### src/rtl/inst_fetch_unit.sv
// Byte-serial instruction fetch: assembles big-endian words into a prefetch FIFO with valid/ready output.
// First word visible 5 cycles after request start; stops starting words when FIFO plus in-progress word would exceed DEPTH.
module inst_fetch_unit #(
  parameter int          ADDR_W   = 12,
  parameter int          DEPTH    = 4,
  parameter logic [31:0] RESET_PC = 32'h0
) (
  input  logic              clk,
  input  logic              rst,
  output logic              mem_req,
  output logic [ADDR_W-1:0] mem_addr,
  input  logic [7:0]        mem_rdata,
  input  logic              redirect,
  input  logic [31:0]       redirect_pc,
  output logic              inst_valid,
  input  logic              inst_ready,
  output logic [31:0]       inst,
  output logic [31:0]       inst_pc
);

  localparam int PW = $clog2(DEPTH);
  localparam logic [PW+1:0] DEPTH_C = (PW+2)'(DEPTH);
  localparam logic [0:0] S_FETCH = 1'b0;
  localparam logic [0:0] S_WAIT  = 1'b1;

  logic [0:0]    state;
  logic [31:0]   fetch_pc;
  logic [1:0]    k;
  logic          wip;
  logic          rd_pend;
  logic [1:0]    rd_k;
  logic [23:0]   asm_q;
  logic [31:0]   asm_pc;
  logic [31:0]   fifo_dat [DEPTH];
  logic [31:0]   fifo_pc  [DEPTH];
  logic [PW-1:0] rd_ptr;
  logic [PW-1:0] wr_ptr;
  logic [PW:0]   cnt;
  logic [31:0]   hold_inst;
  logic [31:0]   hold_pc;
  logic [31:0]   tgt_pc;
  logic [PW+1:0] used;
  logic          pop;
  logic          push;
  logic          can_start;
  logic          issue;

  always_comb begin
    tgt_pc    = redirect_pc & ~32'h3;
    inst_valid = (cnt != '0);
    pop       = inst_valid && inst_ready && !redirect;
    push      = rd_pend && (rd_k == 2'd3) && !redirect;
    // A word being issued or awaiting its last byte holds a slot; a pop this cycle frees one.
    used      = {1'b0, cnt} + {{(PW+1){1'b0}}, wip} - {{(PW+1){1'b0}}, pop};
    can_start = (used < DEPTH_C);
    issue     = rst && !redirect && (state == S_FETCH) && ((k != 2'd0) || can_start);
    mem_req   = issue;
    mem_addr  = rst ? (fetch_pc[ADDR_W-1:0] + ADDR_W'(k)) : '0;
    wr_ptr    = rd_ptr + cnt[PW-1:0];
    inst      = inst_valid ? fifo_dat[rd_ptr] : hold_inst;
    inst_pc   = inst_valid ? fifo_pc[rd_ptr]  : hold_pc;
  end

  always_ff @(posedge clk) begin
    if (!rst) begin
      state     <= S_FETCH;
      fetch_pc  <= RESET_PC;
      k         <= 2'd0;
      wip       <= 1'b0;
      rd_pend   <= 1'b0;
      rd_k      <= 2'd0;
      asm_q     <= '0;
      asm_pc    <= '0;
      rd_ptr    <= '0;
      cnt       <= '0;
      hold_inst <= '0;
      hold_pc   <= '0;
    end else begin
      rd_pend <= issue;
      rd_k    <= k;
      if (inst_valid) begin
        hold_inst <= inst;
        hold_pc   <= inst_pc;
      end
      if (redirect) begin
        state    <= S_FETCH;
        fetch_pc <= tgt_pc;
        k        <= 2'd0;
        wip      <= 1'b0;
        asm_q    <= '0;
        rd_ptr   <= '0;
        cnt      <= '0;
      end else begin
        if (rd_pend)
          asm_q <= {asm_q[15:0], mem_rdata};
        if (issue) begin
          k <= k + 2'd1;
          if (k == 2'd3)
            fetch_pc <= fetch_pc + 32'd4;
          if (k == 2'd0)
            asm_pc <= fetch_pc;
        end
        if (issue && (k == 2'd0))
          wip <= 1'b1;
        else if (push)
          wip <= 1'b0;
        if (state == S_FETCH) begin
          if ((k == 2'd0) && !can_start)
            state <= S_WAIT;
        end else if (can_start) begin
          state <= S_FETCH;
        end
        if (pop)
          rd_ptr <= rd_ptr + PW'(1);
        cnt <= cnt + {{PW{1'b0}}, push} - {{PW{1'b0}}, pop};
      end
    end
  end

  // Storage needs no reset: entries are only read while counted as occupied.
  always_ff @(posedge clk) begin
    if (rst && push) begin
      fifo_dat[wr_ptr] <= {asm_q, mem_rdata};
      fifo_pc[wr_ptr]  <= asm_pc;
    end
  end

endmodule

### config.mk
export PLATFORM = sky130hd
export DESIGN_NAME = inst_fetch_unit
export DESIGN_NICKNAME = d
export VERILOG_FILES = /design/src/rtl/inst_fetch_unit.sv
export SDC_FILE = /design/constraint.sdc
export NUM_CORES = 1
export LEC_CHECK = 0
export ABC_AREA = 0
export BUFFER_PORTS_ARGS = -buffer_cell sky130_fd_sc_hd__buf_4
export CAP_MARGIN = 20
export CELL_PAD_IN_SITES_DETAIL_PLACEMENT = 2
export CELL_PAD_IN_SITES_GLOBAL_PLACEMENT = 2
export CORE_MARGIN = 2
export CORE_UTILIZATION = 43
export CTS_CLUSTER_DIAMETER = 200
export CTS_CLUSTER_SIZE = 14
export DETAILED_ROUTE_END_ITERATION = 8
export GPL_TIMING_DRIVEN = 0
export PLACE_DENSITY = 0.9
export SETUP_SLACK_MARGIN = 0.3
export SLEW_MARGIN = 0
export SYNTH_ARGS = -nofsm -noshare
export SYNTH_HDL_FRONTEND = slang
export SYNTH_SLANG_ARGS = --single-unit
### constraint.sdc
create_clock -name clk -period 8.1 [get_ports clk]
set_input_delay 0 -clock clk [delete_from_list [all_inputs] [get_ports clk]]
set_output_delay 0 -clock clk [all_outputs]
set_load 0.05 [all_outputs]
Word level (Yosys, flattened, before mapping). Memory sizes are Yosys's and may differ from the RTL's. A register that Yosys moved wholly into a read port is not among the register bits. Index checks and enable logic that the tools add are counted.

Add/sub/neg operators: 9. Multipliers: 0. Divide/modulo/power cells: 0. $lt $le $gt $ge: 1. Eq/ne operators: 2. Shifts and indexed selects: 0. Multiplexer cells: 17. Bitwise gates (word level): 3. Reduce and logical (&&, ||, !) cells: 23.

Operators with widths (count): 2-to-1 mux 32 bit (5); adder 32 x 3 -> 32 bit, second input constant (1); adder 12 x 2 -> 12 bit (1); 2-to-1 mux 12 bit (1); logical AND 1 bit (10); 2-to-1 mux 2 bit (4); nonzero test 2 bit (4); 2-to-1 mux 1 bit (7); adder 2 x 1 -> 2 bit, second input constant (2); adder 3 x 1 -> 4 bit (1); equality test 2 bit, second input constant (2); < comparator 4 x 3 -> 1 bit, second input constant (1); AND reduction 2 bit (2); subtractor 4 x 1 -> 4 bit (1); adder 3 x 1 -> 3 bit (1); inverter 1 bit (3); AND reduction 3 bit (1); nonzero test 3 bit (1); subtractor 3 x 1 -> 3 bit (1); adder 2 bit (1); zero test 1 bit (2); zero test 2 bit (1); OR reduction 2 bit (1); logical OR 1 bit (1).

Bits in registers: 164. Bits in latches: 0. RAM bits: 256. Bits in read-only memories: 0. Input bits: 44. Output and inout bits: 78. Word-level logic and storage cells: 70. Memories: 2.

Memories: fifo_dat (depth 4, width 32, read ports 1, clocked after memory_dff 1, wr ports 1, line 34) `logic [31:0] fifo_dat [DEPTH];`; fifo_pc (depth 4, width 32, read ports 1, clocked after memory_dff 1, wr ports 1, line 35) `logic [31:0] fifo_pc [DEPTH];`.

Depth between registers and ports, before layout.
Depth in word-level cells: 9. Depth in mapped cells: 14. Gate-level depth less buffers: 10.

Least setup slack after synthesis. Ideal clock, no wire load.

Kind: register -> register. Start: register rd_ptr[0]. End: memory fifo_dat[2][0], enable pin. Library setup time: 558 ps. Arrival: 5146 ps. Required time: 7542 ps. Setup slack: 2396 ps. Stages on the path, launching flop included: 5. Path buffers: 0. Period minus slack after synthesis: 5704 ps. Cells stage by stage: dfxtp_1 > ha_1 > xnor2_1 > xor2_1 > nor3_1.

Word-level cells in the longest chain between the ends: 1.

RTL lines: start, declared (line 36) `logic [PW-1:0] rd_ptr;`; start signal, assigned (line 114) `rd_ptr <= rd_ptr + PW'(1);`; adder 2 bit (line 59) `wr_ptr = rd_ptr + cnt[PW-1:0];`; end, declared (line 34).

Every way passes these cells.

Worst setup path after layout.
Start: register cnt[1]. End: output port mem_req.

Word-level cells in the longest chain between the ends: 7. Elaborated cells between the ends (all ways): 8. Those cells by class: 2 x add/sub; 1 x order compare; 5 x reduce/logical.

RTL lines: start, declared (line 38) `logic [PW:0] cnt;`; start signal, assigned (line 115) `cnt <= cnt + {{PW{1'b0}}, push} - {{PW{1'b0}}, pop};`; nonzero test 3 bit (line 50) `inst_valid = (cnt != '0);`; logical AND 1 bit (2 in series) (line 51) `pop = inst_valid && inst_ready && !redirect;`; via pop (line 43) `logic pop;`; subtractor 4 x 1 -> 4 bit (line 54) `used = {1'b0, cnt} + {{(PW+1){1'b0}}, wip} - {{(PW+1){1'b0}}, pop};`; < comparator 4 x 3 -> 1 bit (line 55) `can_start = (used < DEPTH_C);`; logical OR 1 bit (line 56) `issue = rst && !redirect && (state == S_FETCH) && ((k != 2'd0) || can_start);`; logical AND 1 bit (line 56); end, declared (line 10) `output logic mem_req,`.

The timed path passes the listed nets, and every way through them passes these cells.

==> flow_metrics.py <==
metrics = {
    "grt": {
        "grt_pass1_vias": 11300,
        "grt_pass1_wl_um": 70900,
        "overflow": 0,
        "grt_max_degree": 28,
        "antenna_found_initial": 0,
        "grt.total_usage_pct": 25.0,
    },
    "power": {
        "power.leakage_nw": 6.78,
        "ir_drop_v": 0.000138,
        "power_density_nw_per_um2": 211,
    },
    "timing": {
        "rsz0062_at_grt": "no",
        "worst_slew_pin_slew_ns": 0.968,
        "final.setup.tns_ns": 0,
        "fin_crit_ns": 4.93,
        "relSlewSlack_pct": 35.1,
        "fin_crit_sh_pct": 60.8,
        "hold_viol": 0,
        "setup_viol": 0,
        "fin_worst_skew_ns": 0.0283,
        "final-max-slew-violation-count": 0,
        "fmax_mhz": 203,
    },
    "setup_path": {
        "slowest_stage": "o21ai_1",
        "cpPeakStageDelay_ns": 0.77,
        "path_cells": "nor3_2, clkbuf_1, nor3b_1, ha_1, inv_1, ha_1, and3b_1, clkbuf_1, o21ai_1, a21boi_0, buf_4",
        "worstSetupEndpointType": "output pin",
        "critPathLaunchType": "register",
        "cp_max_fo": 10,
        "crit_arrival_ns": 4.93,
        "critPathRequiredTime_ns": 8.10,
        "critPathKind": "reg2out",
        "critPathTopFamily": "compound AO/OA/AOI/OAI gates",
        "worst-path-buf-inv": 4,
    },
    "clocking": {
        "clk_path_buf_depth": 3,
        "htree_levels": 2,
        "clockRootBuffer": "clkbuf_16",
        "cts_tree": "done",
        "cts_buffers": 35,
        "cts.sinks": 410,
        "clk_latency_ns": 0.54,
        "clk_pin_slew_ns": 0.07,
        "cts_setup_buffers": 0,
    },
    "floorplan": {
        "die_width_um": 196,
        "ios": 122,
        "core_region_area_um2": 36400,
        "start_util_pct": 43.4,
        "num_rows": 70,
        "die-area_um2": 38300,
        "die_y_um": 196,
    },
    "logic_synthesis": {
        "synth_cell_types": 57,
        "async_reset_ff_share_pct": 0,
        "yosys_warnings": 0,
        "synth_flop_cell": "edfxtp_1",
        "yosysSeqAreaShare_pct": 67.6,
        "synth_top_area_share_pct": 47.1,
        "avgSynthCellArea_um2": 15.0,
        "synth_seq_cells": 410,
        "synthCells": 1051,
        "yosys-top-cells-area": "edfxtp_1, dfxtp_1, mux4_2",
        "syn_area_um2": 15800,
        "synth_edf_count": 248,
        "synth_area_leader_cell": "edfxtp_1",
        "syn_nets": 1105,
    },
    "hold_path": {
        "min_path_type": "in2reg",
    },
    "finish": {
        "fillers": 3358,
        "layout-drive-gt1-share_pct": 25.1,
        "final_common_cell": "edfxtp_1",
        "fin_nets": 1317,
        "final_cells": 1757,
        "area_growth_pct": 20.0,
        "antenna_cells": 0,
        "utilization_pct": 52.1,
        "final_cell_mix": "edfxtp_1, dfxtp_1, buf_4, and2_1, clkbuf_1",
    },
    "drt": {
        "drt-initial-drc-count": 496,
        "drt-total-wl_um": 46700,
        "viasPerCell": 5.58,
        "via_count": 9805,
        "ant_nets": 0,
        "wl_per_cell_um": 26.6,
        "firstDrtPassIters": 5,
        "drc": 0,
    },
    "job": {
        "drv_cap": 0,
    },
    "placed_design": {
        "gp_congestion": 0.862,
        "placed_cells": 1656,
        "hpwl_um": 32000,
        "numPortBuffers": 119,
    },
    "status": {
        "status": "complete, no violations",
    },
}
-- power by group --
group | internal [W] | switching, W | leakage [nW] | total [W]
Clock | 0.000857 | 0.000754 | 0.492 | 0.00161
Sequential | 0.00222 | 0.0000288 | 3.65 | 0.00225
Combinational | 0.0000555 | 0.0000876 | 2.64 | 0.000143
Total | 0.00313 | 0.000870 | 6.78 | 0.00400
-- area by class of cell --
cell class                      instances  area [um2]  area share [%]
Clock inverter                          1        11.3          0.0594
Buffer                                 62         241            1.27
Inverter                               17        63.8           0.336
Clock buffer                           62        1020            5.37
Sequential cell                       410       10700            56.3
Timing Repair Buffer                  175        1520            8.01
Multi-Input combinational cell        562        4840            25.5
Tap cell                              468         586            3.09
-- flip-flops by register name, summed over array words and instances (netlist names), 3 cells and up, named ones only --
name       count
cnt            3
asm_pc        30
hold_pc       32
asm_q         24
hold_inst     32
fetch_pc      30
fifo_pc      120
fifo_dat     128
-- worst reg2reg max path: cells and delay by family, from the launching register on --
kind            cells  cell delay (ns)
fa+ha+maj           2             0.51
flops               1             0.38
compound gates      3             1.44
simple gates        4             1.47
buf+inv             3             0.83
-- cells by family (layout without fill, tap and decap cells) --
logic type / after synthesis / in the layout / share of synthesized area, %
buffers and inverters: 79 / 317 / 1.93
XOR/XNOR: 14 / 14 / 0.776
AND/OR/NAND/NOR: 261 / 261 / 8.67
multiplexers: 154 / 154 / 15.2
flip-flops: 410 / 410 / 67.6
adder cells (fa/ha/maj): 10 / 10 / 0.839
AO/OA/AOI/OAI: 123 / 123 / 4.97
-- cell usage after synthesis, types with 2 or more instances --
| cell | count |
|---|---|
| and2_1 | 85 |
| buf_2 | 7 |
| nor3_1 | 10 |
| nor2b_1 | 4 |
| nor4_1 | 2 |
| nand3_1 | 7 |
| nand2_1 | 71 |
| nor3b_1 | 5 |
| inv_1 | 17 |
| dfxtp_1 | 162 |
| and4_1 | 8 |
| nand4_1 | 8 |
| a31o_2 | 3 |
| a311oi_1 | 6 |
| mux2i_1 | 26 |
| xor2_1 | 4 |
| clkbuf_1 | 50 |
| mux4_2 | 62 |
| edfxtp_1 | 248 |
| a21oi_1 | 13 |
| ha_1 | 9 |
| a211oi_1 | 6 |
| and3_1 | 11 |
| or3_1 | 2 |
| nor2_1 | 42 |
| mux2_2 | 66 |
| buf_1 | 5 |
| o21ai_0 | 60 |
| a31oi_1 | 10 |
| a21boi_0 | 3 |
| o21a_1 | 4 |
| xnor2_1 | 10 |
-- through the flow --
step                setup slack, ns  total power (W)  cell area [um2]  hold WS [ns]
finish                         3.17          0.00400            19000        0.0325
global route                   2.93          0.00411            19000        0.0579
CTS                            3.21          0.00402            19000        0.0266
detailed placement             3.42          0.00242            17600         0.225
global placement              -1.16          0.00241            17300         0.218
floorplan                      2.40          0.00235            15800        0.0989
-- path summary, 6_finish.rpt --
path / from / end / slack, ns / cells past startpoint
max: cnt[1] / mem_req / 3.17 / 11
min: redirect_pc[24] / fetch_pc[24] / 0.03 / 3
max reg2reg: cnt[1] / fetch_pc[22] / 3.38 / 12
min reg2reg: hold_pc[0] / hold_pc[0] / 0.49 / 1
-- repair_timing --
item	4_1_cts	5_1_grt
endpoints found under the hold margin	69	0
gates resized for setup	0	0
endpoints found under the setup margin	0	0
hold buffers	38	0
-- metal layers --
layer	track usage [%]	part of all wire [%]	wire length, um	vias up
met3	3.54	3.7	1710	68
met5	0	0	0	-
met2	47.4	54	25400	246
met1	29.5	39	18300	5132
met4	7.38	2.7	1260	0
li1	-	-	-	4359
Note: power is estimated with default switching activity, not from simulation.
